$ cat config.mk
export PLATFORM = sky130hd
export DESIGN_NAME = rr_decoder_arbiter
export DESIGN_NICKNAME = d
export VERILOG_FILES = /design/src/rtl/arb_pkg.sv /design/src/rtl/decoder_n_to_m.sv /design/src/rtl/rr_decoder_arbiter.sv
export SDC_FILE = /design/constraint.sdc
export NUM_CORES = 1
export LEC_CHECK = 0
export ABC_AREA = 1
export CORE_UTILIZATION = 30
export CTS_BUF_LIST = sky130_fd_sc_hd__clkbuf_4 sky130_fd_sc_hd__clkbuf_8 sky130_fd_sc_hd__clkbuf_16
export DETAILED_ROUTE_END_ITERATION = 6
export HOLD_SLACK_MARGIN = 0.15
export PLACE_DENSITY_LB_ADDON = 0.12
export SYNTH_ARGS = -nofsm -noshare
export SYNTH_HDL_FRONTEND = slang
export SYNTH_SLANG_ARGS = --single-unit
$ cat constraint.sdc
create_clock -name clk -period 2.88 [get_ports clk]
set_input_delay 0.72 -clock clk [delete_from_list [all_inputs] [get_ports clk]]
set_output_delay 0.72 -clock clk [all_outputs]
set_load 0.05 [all_outputs]
$ cat src/rtl/arb_pkg.sv
// Shared definitions for the round-robin decoder arbiter.
//
// Contents:
//   state_t    - two-state FSM encoding (IDLE / GRANT)
//   clog2      - ceiling log2 helper for sizing counters at elaboration time
//   hold_width - width of a counter that must reach max_hold-1 (never below 1)
package arb_pkg;

  typedef enum logic {
    IDLE  = 1'b0,
    GRANT = 1'b1
  } state_t;

  function automatic int clog2(input int value);
    int r;
    r = 0;
    while ((1 << r) < value) begin
      r = r + 1;
    end
    return r;
  endfunction

  // Sized from max_hold+1 so the counter can hold max_hold itself with a bit
  // to spare. A disabled timeout (max_hold == 0) still gets a 1-bit counter
  // so the declarations stay legal.
  function automatic int hold_width(input int max_hold);
    int w;
    w = clog2(max_hold + 1);
    return (w < 1) ? 1 : w;
  endfunction

endpackage

$ cat src/rtl/decoder_n_to_m.sv
// Binary-to-one-hot decoder with enable.
//
// Ports:
//   sel    [N-1:0]  binary select index
//   enable          when low the output is all zero
//   onehot [M-1:0]  one-hot decode of sel, gated by enable
module decoder_n_to_m #(
  parameter int N = 3,
  parameter int M = 8
) (
  input  logic [N-1:0] sel,
  input  logic         enable,
  output logic [M-1:0] onehot
);

  always_comb begin
    onehot = '0;
    if (enable) begin
      onehot[sel] = 1'b1;
    end
  end

endmodule

$ cat src/rtl/rr_decoder_arbiter.sv
// Round-robin arbiter sharing one resource among NUM_REQ requesters.
//
// The winner is picked by a circular scan starting at a rotating pointer,
// registered into grant_idx, and turned into a one-hot grant by the decoder.
// A hold timer forces release after MAX_HOLD consecutive grant cycles
// (MAX_HOLD = 0 disables it). Every grant is followed by one idle cycle.
//
// Ports:
//   clk            rising-edge clock
//   reset          synchronous, active-high
//   req            [NUM_REQ-1:0] level requests, held until served
//   release_grant  owner is done; only looked at while granting
//                  (named this way because "release" is a reserved word)
//   grant          [NUM_REQ-1:0] one-hot grant, zero when not valid
//   grant_valid    resource currently owned
//   grant_idx      [IDX_W-1:0] owner index, keeps last value when idle
//   timeout        one-cycle pulse when the hold timer ended a grant
module rr_decoder_arbiter
  import arb_pkg::*;
#(
  parameter int IDX_W    = 3,
  parameter int NUM_REQ  = 2 ** IDX_W,
  parameter int MAX_HOLD = 16
) (
  input  logic               clk,
  input  logic               reset,
  input  logic [NUM_REQ-1:0] req,
  input  logic               release_grant,
  output logic [NUM_REQ-1:0] grant,
  output logic               grant_valid,
  output logic [IDX_W-1:0]   grant_idx,
  output logic               timeout
);

  localparam int HOLD_W        = hold_width(MAX_HOLD);
  localparam int HOLD_LAST_INT = (MAX_HOLD == 0) ? 0 : MAX_HOLD - 1;
  localparam logic [HOLD_W-1:0] HOLD_LAST = HOLD_W'(HOLD_LAST_INT);

  state_t             state, state_n;
  logic [IDX_W-1:0]   ptr, ptr_n;
  logic [IDX_W-1:0]   idx_n;
  logic [HOLD_W-1:0]  hold_cnt, hold_cnt_n;
  logic               timeout_n;

  logic               scan_found;
  logic [IDX_W-1:0]   scan_idx;
  logic [IDX_W-1:0]   cand;

  logic               end_release;
  logic               end_withdraw;
  logic               end_force;

  // Circular priority scan: walk offsets from the highest down to zero so
  // the smallest offset from ptr that has a request is the last one written.
  // The index adder wraps naturally because NUM_REQ == 2**IDX_W.
  always_comb begin
    scan_found = 1'b0;
    scan_idx   = '0;
    cand       = '0;
    for (int i = NUM_REQ - 1; i >= 0; i--) begin
      cand = ptr + IDX_W'(i);
      if (req[cand]) begin
        scan_found = 1'b1;
        scan_idx   = cand;
      end
    end
  end

  assign end_release  = release_grant;
  assign end_withdraw = ~req[grant_idx];
  assign end_force    = (MAX_HOLD != 0) && (hold_cnt == HOLD_LAST);

  always_comb begin
    state_n    = state;
    ptr_n      = ptr;
    idx_n      = grant_idx;
    hold_cnt_n = hold_cnt;
    timeout_n  = 1'b0;

    unique case (state)
      IDLE: begin
        if (scan_found) begin
          idx_n      = scan_idx;
          hold_cnt_n = '0;
          state_n    = GRANT;
        end
      end

      GRANT: begin
        if (end_release || end_withdraw || end_force) begin
          state_n   = IDLE;
          ptr_n     = grant_idx + 1'b1;
          // Only flag a timeout when the owner was actually cut off; if it
          // was leaving anyway on this edge the timer did not matter.
          timeout_n = end_force && !end_release && !end_withdraw;
        end else if (MAX_HOLD != 0) begin
          hold_cnt_n = hold_cnt + 1'b1;
        end
      end

      default: begin
        state_n = IDLE;
      end
    endcase
  end

  always_ff @(posedge clk) begin
    if (reset) begin
      state     <= IDLE;
      ptr       <= '0;
      grant_idx <= '0;
      hold_cnt  <= '0;
      timeout   <= 1'b0;
    end else begin
      state     <= state_n;
      ptr       <= ptr_n;
      grant_idx <= idx_n;
      hold_cnt  <= hold_cnt_n;
      timeout   <= timeout_n;
    end
  end

  assign grant_valid = (state == GRANT);

  decoder_n_to_m #(
    .N(IDX_W),
    .M(NUM_REQ)
  ) u_grant_decoder (
    .sel   (grant_idx),
    .enable(grant_valid),
    .onehot(grant)
  );

endmodule

==> flow_summary.json <==
{
  "status": "completed",
  "ios": 24,
  "final_nets": 262,
  "fin_crit_sh_pct": 89.9,
  "setup_viol": 0,
  "hold_viol_final": 0,
  "syn_nets": 234,
  "critical_path_arrival_ns": 1.87,
  "clk_latency_ns": 0.24,
  "antenna_found_initial": 0,
  "worstReg2RegStart": "ptr[1]$_SDFFE_PP0N_",
  "path_class": "reg2out",
  "hold_path_class": "reg2reg",
  "seq_area_frac_synth_pct": 18.3,
  "cts_root_buf": "clkbuf_8",
  "post_drt_wl_per_cell_microns": 12.6,
  "area_delta_synth_final_pct": 23.3,
  "relSlewSlack_pct": 66.4,
  "hold_depth": 2,
  "cp_num_buf_inv": 3,
  "hold-path-endpoint": "hold_cnt[3]$_SDFFE_PP0P_",
  "cp_cell_sequence": "inv_1 -> nor2_1 -> inv_1 -> nor2_1 -> clkdlybuf4s50_1",
  "clk_pin_slew_ns": 0.05,
  "drc": 0,
  "timing.fmax_mhz": 386,
  "crit_family": "buffers and inverters",
  "p_per_area_nw_per_um2": 815,
  "syn_avg_cell_area_sq_um": 6.51,
  "netlist_area_sq_um": 1420,
  "synth.largest_area_cell": "dfxtp_1",
  "tightest_slew_ns": 0.502,
  "skew_ns": 0.000336,
  "synth-edff-count": 0,
  "maxCapViolCount": 0,
  "total_power_w": 0.00143,
  "antennaDiodeCount": 0,
  "layout-drive-gt1-share_pct": 19.6,
  "post_cts.repair.setup_buffers": 0,
  "grt_max_degree": 11,
  "grt_pass1_wl_microns": 6240,
  "place.gp.congestion": 0.906,
  "start_util_pct": 32.0,
  "design.core.area_sq_um": 4440,
  "setup.worst_path.start_class": "flip-flop",
  "synthCells": 218,
  "synth.top_cell.area_share_pct": 18.3,
  "rows": 24,
  "tns_ns": 0,
  "crit_path_max_fanout": 7,
  "ctsHtreeMaxLevel": 1,
  "grt_setup_unrepaired": "false",
  "grt_overflow": 0,
  "vias": 1423,
  "synth-seq-cells": 13,
  "die_x_microns": 70.8,
  "peakVddDrop_mv": 0.359,
  "ys_warn_count": 0,
  "slowest_delay_ns": 0.80,
  "yosys_most_used_dff": "dfxtp_1",
  "cts_buffers": 3,
  "async_flop_share_pct": 0,
  "reg2reg_slack_ns": 0.75,
  "ant_nets": 0,
  "slowest_stage": "clkdlybuf4s50_1",
  "worst-r2r-cell-count": 13,
  "gr-usage-all-layers_pct": 15.5,
  "wirelength_microns": 3730,
  "min-delay-start": "hold_cnt[3]$_SDFFE_PP0P_",
  "leakage_nw": 0.757,
  "yosysMostFrequentCell": "nand2_1",
  "period_needed_ns": 2.59,
  "die_h_microns": 70.8,
  "drt_pass1_iterations": 4,
  "crit_required_ns": 2.16,
  "synth_cell_types": 29,
  "die-area_sq_um": 5010,
  "cts_tree": "yes",
  "fillers": 481,
  "synthTopCellsByArea": "dfxtp_1 (18%), nand2_1 (13%), nand3_2 (8.5%)",
  "drtIter0Drc": 52,
  "yosys-top-cells-count": "nand2_1 (49), nand3_1 (23), inv_1 (20)",
  "critPathCaptureType": "primary output",
  "worst_r2r_endpoint": "hold_cnt[3]$_SDFFE_PP0P_",
  "cts_max_path_buffers": 2,
  "grt_pass1_vias": 1337,
  "ctsResizeCount": 0,
  "cts.sinks": 13,
  "cts_hold_buf": 0,
  "hpwl_microns": 3040,
  "report.final.slew_viol_count": 0,
  "via_per_inst": 4.79,
  "startpoint": "grant_idx[1]$_SDFFE_PP0P_",
  "numPortBuffers": 23
}
-- worst reg2reg max path: stages, from the launching register on --
cell     delay (ns)
dfxtp_1        0.34
inv_2          0.11
ha_1           0.44
inv_2          0.19
nand3_2        0.14
nand2_2        0.10
nand2_2        0.06
nor2_2         0.14
nand4_2        0.13
nand2_4        0.12
nand2_4        0.08
inv_2          0.07
nand2_1        0.05
a21oi_1        0.12
-- worst max path at each step --
stage,to,slack [ns],depth (start not counted)
final,grant[3],0.29,5
after detailed placement,grant_idx[0]$_SDFFE_PP0P_,0.39,13
after global placement,grant_idx[0]$_SDFFE_PP0P_,0.39,13
after CTS,grant[5],0.28,5
after floorplan,grant[1],0.54,2
after global routing,grant[5],0.16,5
-- routing by layer --
metal	global-route usage [%]	share of wire, %
met1	20.6	50
met2	26.0	45
met3	2.42	3.0
met4	4.22	1.5
met5	0	0
-- layout make-up --
cell class / instances / area (sq um) / area share (%)
clock buffers: 4 / 48.8 / 2.79
inverters: 28 / 108 / 6.15
multi-input cells: 173 / 1010 / 57.6
flip-flops and latches: 13 / 260 / 14.9
well taps: 52 / 65.1 / 3.72
repair buffers: 27 / 260 / 14.9
-- registers in the layout, summed over array words and instances, names as in the netlist --
signal,cells
grant_valid,1
timeout,1
hold_cnt,5
ptr,3
grant_idx,3
-- per-stage QoR --
step	hold WS (ns)	util, %	instance area [sq um]	setup slack [ns]	std cells
after global placement	0.449	38.3	1700	0.391	293
after detailed placement	0.457	38.3	1700	0.390	293
final	0.463	39.4	1750	0.291	297
after floorplan	0.433	-	1420	0.541	218
after CTS	0.465	39.4	1750	0.283	297
after global routing	0.507	39.4	1750	0.157	297
-- cells by family (layout without fill, tap and decap cells) --
logic type	count (synthesis)	count (layout)	share of synthesized area (%)
adders and majority gates	5	5	4.41
DFF	13	13	18.3
xor gates and xnor gates	6	6	3.70
AOI/OAI and AO/OA	36	36	13.9
and+or+nand+nor	126	126	49.0
buffers and inverters	32	59	10.7
-- where the power goes --
part | switching [W] | total (W) | internal [W] | leakage (nW)
clock network | 0.0000641 | 0.000171 | 0.000107 | 0.0262
registers | 0.0000488 | 0.000257 | 0.000208 | 0.106
logic | 0.000660 | 0.000997 | 0.000337 | 0.624
total | 0.000773 | 0.00143 | 0.000653 | 0.757
-- cells in the final DEF, fill, tap and decap left out, drive strengths merged, types with 2 or more instances in the layout --
master and instances:
a21oi 18, a31oi 3, buf 4, clkbuf 4, clkdlybuf4s50 23, dfxtp 13, ha 5, inv 28
nand2 62, nand3 37, nor2 22, nor3 2, o211ai 2, o21ai 11, or2 2, xnor2 3
xor2 3
Note: power is estimated with default switching activity, not from simulation.
